===== src/rtl/arb_pkg.sv =====
// Shared types and helpers for the 4-way shared-port bus arbiter.
// Holds the FSM encoding and the round-robin pick.
package arb_pkg;

  localparam int N_REQ = 4;
  localparam int ID_W  = 2;

  typedef enum logic [1:0] {
    S_IDLE,
    S_ISSUE,
    S_WAIT_RSP
  } state_t;

  // First set bit strictly after 'last', wrapping; 'last' itself is
  // checked at lowest priority. Returns 'last' if nothing is set.
  function automatic logic [ID_W-1:0] rr_pick(
    input logic [N_REQ-1:0] v,
    input logic [ID_W-1:0]  last
  );
    logic [ID_W-1:0] idx;
    rr_pick = last;
    for (int i = N_REQ; i >= 1; i--) begin
      idx = last + i[ID_W-1:0];
      if (v[idx]) rr_pick = idx;
    end
  endfunction

endpackage


===== src/rtl/mux4.sv =====
// Generic 4:1 multiplexer.
// Used to pick the winning requester's command fields.
module mux4 #(
  parameter int WIDTH = 8
) (
  input  logic [1:0]       sel,
  input  logic [WIDTH-1:0] d0,
  input  logic [WIDTH-1:0] d1,
  input  logic [WIDTH-1:0] d2,
  input  logic [WIDTH-1:0] d3,
  output logic [WIDTH-1:0] y
);

  always_comb begin
    y = d0;
    case (sel)
      2'd0:    y = d0;
      2'd1:    y = d1;
      2'd2:    y = d2;
      default: y = d3;
    endcase
  end

endmodule


===== src/rtl/bus_arb4.sv =====
// Round-robin arbiter: four requesters share one memory port,
// one outstanding transaction at a time.
module bus_arb4
  import arb_pkg::*;
#(
  parameter int ADDR_W = 32,
  parameter int DATA_W = 32
) (
  input  logic                clk,
  input  logic                rst,
  input  logic [N_REQ-1:0]    req_valid,
  input  logic [ADDR_W-1:0]   req_addr0,
  input  logic [ADDR_W-1:0]   req_addr1,
  input  logic [ADDR_W-1:0]   req_addr2,
  input  logic [ADDR_W-1:0]   req_addr3,
  input  logic [DATA_W-1:0]   req_wdata0,
  input  logic [DATA_W-1:0]   req_wdata1,
  input  logic [DATA_W-1:0]   req_wdata2,
  input  logic [DATA_W-1:0]   req_wdata3,
  input  logic [N_REQ-1:0]    req_we,
  output logic [N_REQ-1:0]    req_ready,
  output logic [N_REQ-1:0]    rsp_valid,
  output logic [DATA_W-1:0]   rsp_rdata,
  output logic                mem_valid,
  input  logic                mem_ready,
  output logic [ADDR_W-1:0]   mem_addr,
  output logic [DATA_W-1:0]   mem_wdata,
  output logic                mem_we,
  input  logic                mem_rsp_valid,
  input  logic [DATA_W-1:0]   mem_rdata,
  output logic [ID_W-1:0]     grant_id,
  output logic                busy
);

  state_t          state, state_n;
  logic [ID_W-1:0] last_grant;
  logic [ID_W-1:0] win;
  logic            grant;
  logic            done;
  logic [ADDR_W-1:0] addr_sel;
  logic [DATA_W-1:0] wdata_sel;

  assign win = rr_pick(req_valid, last_grant);

  mux4 #(.WIDTH(ADDR_W)) u_addr_mux (
    .sel (win),
    .d0  (req_addr0),
    .d1  (req_addr1),
    .d2  (req_addr2),
    .d3  (req_addr3),
    .y   (addr_sel)
  );

  mux4 #(.WIDTH(DATA_W)) u_wdata_mux (
    .sel (win),
    .d0  (req_wdata0),
    .d1  (req_wdata1),
    .d2  (req_wdata2),
    .d3  (req_wdata3),
    .y   (wdata_sel)
  );

  always_ff @(posedge clk) begin
    if (rst) begin
      state      <= S_IDLE;
      last_grant <= ID_W'(N_REQ - 1);
      grant_id   <= '0;
      mem_addr   <= '0;
      mem_wdata  <= '0;
      mem_we     <= 1'b0;
    end else begin
      state <= state_n;
      if (grant) begin
        grant_id  <= win;
        mem_addr  <= addr_sel;
        mem_wdata <= wdata_sel;
        mem_we    <= req_we[win];
      end
      if (done) last_grant <= grant_id;
    end
  end

  // Handshake pulses are masked by rst so nothing leaks out
  // while the block is being reset.
  always_comb begin
    state_n   = state;
    grant     = 1'b0;
    done      = 1'b0;
    req_ready = '0;
    rsp_valid = '0;
    unique case (state)
      S_IDLE: begin
        if (|req_valid && !rst) begin
          grant   = 1'b1;
          state_n = S_ISSUE;
          req_ready = N_REQ'(1) << win;
        end
      end
      S_ISSUE: begin
        if (mem_ready) state_n = S_WAIT_RSP;
      end
      S_WAIT_RSP: begin
        if (mem_rsp_valid && !rst) begin
          done      = 1'b1;
          state_n   = S_IDLE;
          rsp_valid = N_REQ'(1) << grant_id;
        end
      end
      default: state_n = S_IDLE;
    endcase
  end

  assign mem_valid = (state == S_ISSUE);
  assign busy      = (state != S_IDLE);
  assign rsp_rdata = mem_rdata;

endmodule

===== config.mk =====
export PLATFORM = sky130hd
export DESIGN_NAME = bus_arb4
export DESIGN_NICKNAME = d
export VERILOG_FILES = /design/src/rtl/arb_pkg.sv /design/src/rtl/mux4.sv /design/src/rtl/bus_arb4.sv
export SDC_FILE = /design/constraint.sdc
export NUM_CORES = 1
export LEC_CHECK = 0
export BUFFER_PORTS_ARGS = -buffer_cell sky130_fd_sc_hd__buf_2
export CAP_MARGIN = 20
export CORE_AREA = 2 2 158 160
export CTS_CLUSTER_DIAMETER = 120
export DETAILED_ROUTE_END_ITERATION = 8
export DIE_AREA = 0 0 160 162
export PLACE_DENSITY = 0.55
export SETUP_SLACK_MARGIN = 0.2
export SLEW_MARGIN = 20
export SYNTH_ARGS = -nofsm -noshare
export SYNTH_HDL_FRONTEND = slang
export SYNTH_SLANG_ARGS = --single-unit

===== constraint.sdc =====
create_clock -name clk -period 4.6 [get_ports clk]
set_input_delay 0.92 -clock clk [delete_from_list [all_inputs] [get_ports clk]]
set_output_delay 0.92 -clock clk [all_outputs]
set_load 0.05 [all_outputs]

==> results.ini, run 1 <==
[status]
status=complete, no violations

[sta]
hold_viol=0
rsz0062_at_grt=false
min_period_ns=3.50
slew_headroom_pct=40.5
fmax_mhz=285
fin_skew_ns=0.00602
final-setup-viol-count=0
whs_ns=0.446
fin_crit_sh_pct=76.2
worst_slack_ns=1.10
tightest_slew_ns=0.889
finalMaxSlewViolations=0
tns_ns=0

[drt]
drt-wirelength-per-cell_um=17.0
ant_nets=0
drc=0
viasPerCell=4.66
first_pass_iters=4
dr.first_iter.drc_count=269
wl_um=19500
vias=5347

[clocking]
cts_max_path_buffers=2
post_cts_buffers=0
cts_tree=built
cts-hold-fix-buffers=0
cts_num_sinks=71
clock_latency_ns=0.33
cts-root-buf=clkbuf_16
cts_buffers=9
clk_pin_slew_worst_paths_ns=0.06
cts.htree.levels=3
cts_resized=0

[logic_synthesis]
ys_warn_count=0
synth.distinct_cells=41
syn_area_um2=4540
async_flop_share_pct=0
synth_edf_count=0
ys.flop_type=dfxtp_1
yosys.area.top_type=dfxtp_1
synth-seq-area-share_pct=31.3
synth_area_leaders=dfxtp_1 31%, nor3_1 13%, o221ai_1 12%
ys_seq_elements=71
netlist_instances=541
synth_top_area_share_pct=31.3
syn_avg_cell_area_um2=8.39
synth_fp_nets=841

[placed_design]
post-place-ws_ns=1.07
port_buffers=344
gp_congestion=0.790
dpl.hpwl_um=14600
place_area_um2=6240

[global_route]
grt_pass1_wl_um=29500
grt_usage_pct=14.5
grt_max_degree=67
first_global_vias=5323
grt-ovfl-total=0
antenna_found_initial=1

[floorplan]
fp-row-count=57
dieWidth_um=160
start_util_pct=18.8
coreArea_um2=24100
die_h_um=162
io_pins=409
die_area_um2=25900

[pwr]
leakage_nw=2.84
p_int_w=0.00139
pwr-share-seq_pct=31.7
p_clk_share_pct=30.6
powerDensity_nw_per_um2=359
power.share.switching_pct=40.7
p_comb_share_pct=37.7
ir_drop_uv=118
p_switching_w=0.000953

[layout]
area_growth_pct=43.9
final_common_cell=buf_2
drive_gt1_share_pct=51.9
fin_area_um2=6530
final_nets=1119
most-common-layout-cells=344 x buf_2, 121 x nor3_1, 71 x dfxtp_1

[setup_path]
path_max_fanout=22
crit_arrival_ns=2.58
cp-end-kind=output pin
startpoint_type=input port
setup.worst_path.class=in -> out
required_ns=3.68

[hold_path]
hold_path_class=reg -> reg

[job]
max-cap-violations=0

cells in the mapped netlist (4+ instances only):
library cell / instances
buf_2: 31
buf_4: 39
buf_6: 5
clkbuf_1: 13
dfxtp_1: 71
nand2_1: 68
nand2b_1: 4
nor2_1: 10
nor3_1: 121
nor3_2: 12
o221ai_1: 64
o31ai_1: 29
o31ai_2: 35
worst max-delay path, stage by stage:
cell	delay [ns]
buf_2	0.14
or2b_4	0.29
o21ai_1	0.17
a211o_2	0.51
and3_1	0.27
buf_2	0.27
layer usage:
| layer | GRT usage, % | vias up | routed length (um) |
|---|---|---|---|
| met5 | 0 | - | 0 |
| met4 | 4.91 | 0 | 406 |
| met3 | 3.98 | 28 | 1340 |
| met2 | 27.4 | 263 | 10000 |
| met1 | 15.6 | 2453 | 7710 |
| li1 | - | 2603 | - |
cells by family (layout without fill, tap and decap cells):
group / count (synthesis) / count (layout) / synth area share, %
mux: 1 / 1 / 0.221
buf+inv: 91 / 373 / 12.4
other cells: 0 / 1 / 0
flops: 71 / 71 / 31.3
simple gates: 234 / 234 / 26.4
compound gates: 144 / 144 / 29.7
worst paths after layout:
kind                               from                   endpoint  slack (ns)  depth (start not counted)
max                        req_valid[3]               req_ready[3]        1.10                          6
min           mem_wdata[1]$_SDFFE_PP0P_  mem_wdata[1]$_SDFFE_PP0P_        0.45                          2
max reg2reg  last_grant[0]$_SDFFE_PP1P_  mem_addr[16]$_SDFFE_PP0P_        2.12                          6
min reg2reg   mem_wdata[1]$_SDFFE_PP0P_  mem_wdata[1]$_SDFFE_PP0P_        0.45                          2
layout make-up:
class | count | area (um2)
flip-flops and latches | 71 | 1420
clock inverters | 5 | 60.1
inverters | 3 | 11.3
well taps | 324 | 405
diodes | 1 | 2.50
multi-input cells | 379 | 2580
repair buffers | 355 | 1820
clock buffers | 10 | 229
fillers | 2677 | 17600
through the flow:
step	cells	util [%]	total power, W
after floorplan	541	-	0.00143
after global placement	1132	25.9	0.00164
after detailed placement	1132	25.9	0.00165
after CTS	1147	27.1	0.00239
after global routing	1147	27.1	0.00248
final	1148	27.1	0.00234
sequential cells by signal (all words and copies together), names as in the netlist:
signal,cells
mem_we,1
last_grant,2
state,2
mem_wdata,32
grant_id,2
mem_addr,32
power groups by stage:
stage | clock (W) | combinational [W] | sequential [W]
finish | 0.000716 | 0.000883 | 0.000744
CTS | 0.000758 | 0.000890 | 0.000744
floorplan | 0 | 0.000396 | 0.00104
global placement | 0 | 0.000885 | 0.000754
global route | 0.000781 | 0.000941 | 0.000755
detailed placement | 0 | 0.000888 | 0.000757
Note: power is estimated with default switching activity, not from simulation.
==> inputs of run 2 (changes only) <==
--- a/config.mk
+++ b/config.mk
@@ -7,10 +7,10 @@
 export LEC_CHECK = 0
 export BUFFER_PORTS_ARGS = -buffer_cell sky130_fd_sc_hd__buf_2
 export CAP_MARGIN = 20
-export CORE_AREA = 2 2 158 160
+export CORE_AREA = 2 2 161 163
 export CTS_CLUSTER_DIAMETER = 120
 export DETAILED_ROUTE_END_ITERATION = 8
-export DIE_AREA = 0 0 160 162
+export DIE_AREA = 0 0 163 165
 export PLACE_DENSITY = 0.55
 export SETUP_SLACK_MARGIN = 0.2
 export SLEW_MARGIN = 20
==> constraint.sdc (replaced) <==
create_clock -name clk -period 3 [get_ports clk]
set_input_delay 0.6 -clock clk [delete_from_list [all_inputs] [get_ports clk]]
set_output_delay 0.6 -clock clk [all_outputs]
set_load 0.05 [all_outputs]
==> run 2 against run 1 <==
Final area rose by 2.1%. Register-to-register slack got worse by 1.5 ns. Combinational power rose by 55%. Clock skew rose by 0.0012 ns. Total power rose by 64%. Global-route usage fell by 0.51 points. Cell count rose by 0.87%. Utilization fell by 0.45 points. Sequential share of layout area fell by 0.46 points. Routed wire length rose by 1.5%. Critical path depth fell by 1. Clock power rose by 84%. Largest power group unchanged.
==> results.ini, run 2 (same netlist as run 1, synthesis figures left out) <==
[layout]
final_common_cell=buf_2  ; unchanged
most-common-layout-cells=343 x buf_2, 119 x nor3_1, 71 x dfxtp_1  ; was 344 x buf_2, 121 x nor3_1, 71 x dfxtp_1
fillerInstances=2764  ; was 2677
area_growth_pct=46.9  ; was 43.9%
drive_gt1_share_pct=52.5  ; was 51.9%
multiInputGateArea_um2=2590  ; was 2580 um2
final_util_pct=26.6  ; was 27.1%
final_nets=1123  ; was 1119
reg_top3=mem_addr: 32 flops, mem_wdata: 32 flops  ; unchanged
diodes=0  ; was 1
seq_area_um2=1420  ; unchanged

[setup_path]
cp_cell_sequence=and2b_1, nor3_2, or2_4, and3_1, buf_2  ; was buf_2, or2b_4, o21ai_1, a211o_2, and3_1, buf_2
crit_slowest_cell=dfxtp_1  ; was a211o_2
rr_endpoint=mem_wdata[30]$_SDFFE_PP0P_  ; was mem_addr[16]$_SDFFE_PP0P_
max_stage_delay_ns=0.46  ; was 0.51 ns
setup.worst_path.class=reg -> out  ; was in -> out
critPathLaunch=last_grant[0]$_SDFFE_PP1P_  ; was req_valid[3]
startpoint_type=register  ; was input port
path_max_fanout=7  ; was 22
r2r_slack_ns=0.58  ; was 2.12 ns
crit_arrival_ns=2.00  ; was 2.58 ns
timing.rr.start=last_grant[1]$_SDFFE_PP1P_  ; was last_grant[0]$_SDFFE_PP1P_
rr_worst_depth=5  ; was 6
required_ns=2.40  ; was 3.68 ns
cp-end-kind=output pin  ; unchanged

[drt]
vias=5445  ; was 5347
viasPerCell=4.70  ; was 4.66
drc=0  ; unchanged
wl_um=19800  ; was 19500 um
dr.first_iter.drc_count=374  ; was 269
ant_nets=0  ; unchanged
drt-wirelength-per-cell_um=17.1  ; was 17.0 um
first_pass_iters=4  ; unchanged

[clocking]
cts-hold-fix-buffers=0  ; unchanged
post_cts_buffers=0  ; unchanged
cts_resized=0  ; unchanged
cts.htree.levels=3  ; unchanged
cts_num_sinks=71  ; unchanged
cts_tree=built  ; unchanged
clock_latency_ns=0.34  ; was 0.33 ns
clk_pin_slew_worst_paths_ns=0.06  ; about the same
cts_max_path_buffers=2  ; unchanged
cts_buffers=9  ; unchanged
cts-root-buf=clkbuf_16  ; unchanged

[floorplan]
io_pins=409  ; unchanged
die_h_um=165  ; was 162 um
start_util_pct=18.1  ; was 18.8%
dieWidth_um=163  ; was 160 um
coreArea_um2=25000  ; was 24100 um2
die_area_um2=26900  ; was 25900 um2
fp-row-count=58  ; was 57

[global_route]
grt_pass1_wl_um=29200  ; was 29500 um
antenna_found_initial=0  ; was 1
grt-ovfl-total=0  ; unchanged
grt_max_degree=75  ; was 67
grt_usage_pct=14.0  ; was 14.5%
first_global_vias=5273  ; was 5323

[sta]
fin_skew_ns=0.00719  ; was 0.00602 ns
worst_slack_ns=0.404  ; was 1.10 ns
hold_viol=0  ; unchanged
slew_headroom_pct=62.4  ; was 40.5%
rsz0062_at_grt=false  ; unchanged
final-setup-viol-count=0  ; unchanged
tightest_slew_ns=0.563  ; was 0.889 ns
min_period_ns=2.60
finalMaxSlewViolations=0  ; unchanged
fmax_mhz=385
tns_ns=0  ; unchanged
fin_crit_sh_pct=86.5

[pwr]
p_comb_share_pct=35.7  ; was 37.7%
leakage_nw=2.90  ; was 2.84 nW
power.share.switching_pct=38.4  ; was 40.7%
powerDensity_nw_per_um2=575  ; was 359 nW/um2
ir_drop_uv=240  ; was 118 uV
p_clk_share_pct=34.5  ; was 30.6%
pwr-share-seq_pct=29.8  ; was 31.7%
p_switching_w=0.00147  ; was 0.000953 W
p_int_w=0.00236  ; was 0.00139 W

[hold_path]
hold_path.startpoint=mem_wdata[23]$_SDFFE_PP0P_  ; was mem_wdata[1]$_SDFFE_PP0P_
holdPathEnd=mem_wdata[23]$_SDFFE_PP0P_  ; was mem_wdata[1]$_SDFFE_PP0P_
min_path_cells=2  ; unchanged
hold_path_class=reg -> reg  ; unchanged

[job]
max-cap-violations=0  ; unchanged

[placed_design]
port_buffers=344  ; unchanged
gp_congestion=0.839  ; was 0.790
dpl.hpwl_um=15300  ; was 14600 um
post-place-ws_ns=0.351  ; was 1.07 ns

[status]
status=complete, no violations  ; unchanged

## run 2: area by class of cell
class	instances	area share (%)
clock buffers	11	3.79
clock inverters	5	1.56
inverters	3	0.169
multi-input cells	379	38.9
flip-flops and latches	71	21.3
well taps	330	6.19
repair buffers	359	28.1
## run 2: metal layers
layer  GRT usage (%)  part of all wire, %
met5               0                    0
met4            5.87                  2.7
met3            3.49                  8.1
met2            23.7                   48
met1            17.0                   41
## run 2: worst max-delay path: cells and delay by family, from the launching register on
kind | cells | cell delay [ns]
flip-flops | 1 | 0.46
buffers and inverters | 1 | 0.27
AND/OR/NAND/NOR | 4 | 0.92
## run 2: power groups by stage
stage | sequential, W | clock, W | combinational (W)
5_1_grt | 0.00116 | 0.00141 | 0.00146
4_1_cts | 0.00114 | 0.00138 | 0.00138
2_1_floorplan | 0.00159 | 0 | 0.000609
3_3_place_gp | 0.00116 | 0 | 0.00138
6_report | 0.00114 | 0.00132 | 0.00137
3_5_place_dp | 0.00116 | 0 | 0.00138
## run 2: how the worst max path moves through the flow
stage / endpoint / depth (start not counted)
6_report: req_ready[2] / 5
4_1_cts: req_ready[3] / 5
3_5_place_dp: mem_wdata[30]$_SDFFE_PP0P_ / 7
2_1_floorplan: req_ready[0] / 6
3_3_place_gp: mem_addr[7]$_SDFFE_PP0P_ / 7
5_1_grt: req_ready[2] / 5
## run 2: stage by stage
stage | total power (W) | cell area [um2] | hold WS, ns | cells
floorplan | 0.00220 | 4550 | 0.513 | 541
global placement | 0.00254 | 6310 | 0.432 | 1142
detailed placement | 0.00254 | 6310 | 0.438 | 1142
CTS | 0.00391 | 6670 | 0.454 | 1158
global route | 0.00403 | 6670 | 0.475 | 1158
finish | 0.00383 | 6670 | 0.450 | 1158
==> inputs of run 3 (changes only) <==
--- a/config.mk
+++ b/config.mk
@@ -11,6 +11,7 @@
 export CTS_CLUSTER_DIAMETER = 120
 export DETAILED_ROUTE_END_ITERATION = 8
 export DIE_AREA = 0 0 163 165
+export MAX_ROUTING_LAYER = met4
 export PLACE_DENSITY = 0.55
 export SETUP_SLACK_MARGIN = 0.2
 export SLEW_MARGIN = 20
==> run 3 against run 2 <==
Critical path depth unchanged. Register-to-register slack better by 0.02 ns. Die area did not move. Critical path type unchanged.
==> results.ini, run 3 (same netlist as run 1, synthesis figures left out) <==
[status]
status=complete, no violations  ; unchanged

[floorplan]
start_util_pct=18.1  ; unchanged
io_pins=409  ; unchanged
die_area_um2=26900  ; unchanged
die_h_um=165  ; unchanged
coreArea_um2=25000  ; unchanged
dieWidth_um=163  ; unchanged
fp-row-count=58  ; unchanged

[clocking]
cts_tree=built  ; unchanged
cts-hold-fix-buffers=0  ; unchanged
clk_pin_slew_worst_paths_ns=0.06  ; about the same
cts_num_sinks=71  ; unchanged
cts_buffers=9  ; unchanged
post_cts_buffers=0  ; unchanged
cts_resized=0  ; unchanged
clock_latency_ns=0.34  ; about the same
cts-root-buf=clkbuf_16  ; unchanged
cts_max_path_buffers=2  ; unchanged
cts.htree.levels=3  ; unchanged

[drt]
drt-wirelength-per-cell_um=17.2  ; was 17.1 um
dr.first_iter.drc_count=358  ; was 374
vias=5498  ; was 5445
wl_um=19900  ; was 19800 um
drc=0  ; unchanged
ant_nets=0  ; unchanged
viasPerCell=4.75  ; was 4.70
first_pass_iters=5  ; was 4

[layout]
diodes=0  ; unchanged
drive_gt1_share_pct=52.5  ; unchanged
most-common-layout-cells=343 x buf_2, 119 x nor3_1, 71 x dfxtp_1  ; unchanged
stdcell_count=1158  ; unchanged
reg_top3=mem_addr: 32 flops, mem_wdata: 32 flops  ; unchanged
final_common_cell=buf_2  ; unchanged
final_nets=1123  ; unchanged
area_growth_pct=46.9  ; unchanged

[setup_path]
path_max_fanout=7  ; unchanged
rr_worst_depth=5  ; unchanged
crit_slowest_cell=dfxtp_1  ; unchanged
setup.worst_path.class=reg -> out  ; unchanged
crit_arrival_ns=2.00  ; about the same
cp_cell_sequence=and2b_1, nor3_2, or2_4, and3_1, buf_2  ; unchanged
critPathTopFamily=simple AND/OR/NAND/NOR gates  ; unchanged
crit_buf_inv=1  ; unchanged
path_depth=5  ; unchanged
max_stage_delay_ns=0.46  ; about the same
startpoint_type=register  ; unchanged
required_ns=2.40  ; about the same
cp-end-kind=output pin  ; unchanged

[sta]
final-setup-viol-count=0  ; unchanged
fin_skew_ns=0.00566  ; was 0.00719 ns
slew_headroom_pct=62.9  ; was 62.4%
hold_viol=0  ; unchanged
rsz0062_at_grt=false  ; unchanged
tightest_slew_ns=0.555  ; was 0.563 ns
min_period_ns=2.60  ; about the same
tns_ns=0  ; unchanged
fin_crit_sh_pct=86.6  ; was 86.5%
fmax_mhz=385  ; about the same
finalMaxSlewViolations=0  ; unchanged

[pwr]
ir_drop_uv=240  ; about the same
p_switching_w=0.00147  ; about the same
p_clk_share_pct=34.5  ; about the same
powerDensity_nw_per_um2=575  ; about the same
leakage_nw=2.90  ; unchanged
p_comb_share_pct=35.7  ; about the same
power.share.switching_pct=38.4  ; about the same
pwr-share-seq_pct=29.8  ; about the same
p_int_w=0.00236  ; about the same

[placed_design]
dpl.hpwl_um=15300  ; unchanged
port_buffers=344  ; unchanged
dp.cells=1142  ; unchanged
gp_congestion=0.852  ; was 0.839

[global_route]
grt-ovfl-total=0  ; unchanged
grt_max_degree=75  ; unchanged
first_global_vias=5278  ; was 5273
grt_pass1_wl_um=29200  ; about the same
grt_usage_pct=14.4  ; was 14.0%
antenna_found_initial=0  ; unchanged

[job]
max-cap-violations=0  ; unchanged

[hold_path]
hold_path_class=reg -> reg  ; unchanged
min_path_cells=2  ; unchanged

[run 3: tightest hold or removal path: stages (launching register included)]
cell,delay (ns)
dfxtp_1,0.32
nand2_1,0.05
o31ai_1,0.05
[run 3: worst paths after layout]
path / endpoint / slack, ns / start
hold / removal: mem_wdata[23]$_SDFFE_PP0P_ / 0.45 / mem_wdata[23]$_SDFFE_PP0P_
setup / recovery: req_ready[2] / 0.40 / last_grant[0]$_SDFFE_PP1P_
setup reg to reg: mem_wdata[30]$_SDFFE_PP0P_ / 0.60 / last_grant[1]$_SDFFE_PP1P_
hold reg to reg: mem_wdata[23]$_SDFFE_PP0P_ / 0.45 / mem_wdata[23]$_SDFFE_PP0P_
[run 3: area by class of cell]
class / count / area [um2]
Clock buffer: 11 / 253
Clock inverter: 5 / 104
Fill cell: 2764 / 18400
Inverter: 3 / 11.3
Multi-Input combinational cell: 379 / 2590
Sequential cell: 71 / 1420
Tap cell: 330 / 413
Timing Repair Buffer: 359 / 1870
[run 3: power groups by stage]
stage | clock (W) | combinational [W] | sequential (W)
after floorplan | 0 | 0.000609 | 0.00159
after global placement | 0 | 0.00138 | 0.00116
after detailed placement | 0 | 0.00138 | 0.00116
after CTS | 0.00138 | 0.00138 | 0.00114
after global routing | 0.00141 | 0.00146 | 0.00116
final | 0.00132 | 0.00137 | 0.00114
[run 3: metal layers]
metal | part of all wire, % | global-route usage (%) | wire length [um]
met1 | 41 | 17.1 | 8210
met2 | 49 | 23.7 | 9650
met3 | 7.6 | 3.29 | 1510
met4 | 2.6 | 5.87 | 512
met5 | 0 | - | 0
[run 3: through the flow]
step / hold WS [ns] / power (W) / utilization [%] / area (um2) / setup WS (ns)
final: 0.448 / 0.00384 / 26.6 / 6670 / 0.401
after global routing: 0.474 / 0.00403 / 26.6 / 6670 / 0.289
after CTS: 0.454 / 0.00391 / 26.6 / 6670 / 0.396
after detailed placement: 0.438 / 0.00254 / 25.2 / 6310 / 0.351
after global placement: 0.432 / 0.00254 / 25.2 / 6310 / 0.394
after floorplan: 0.513 / 0.00220 / - / 4550 / 0.194
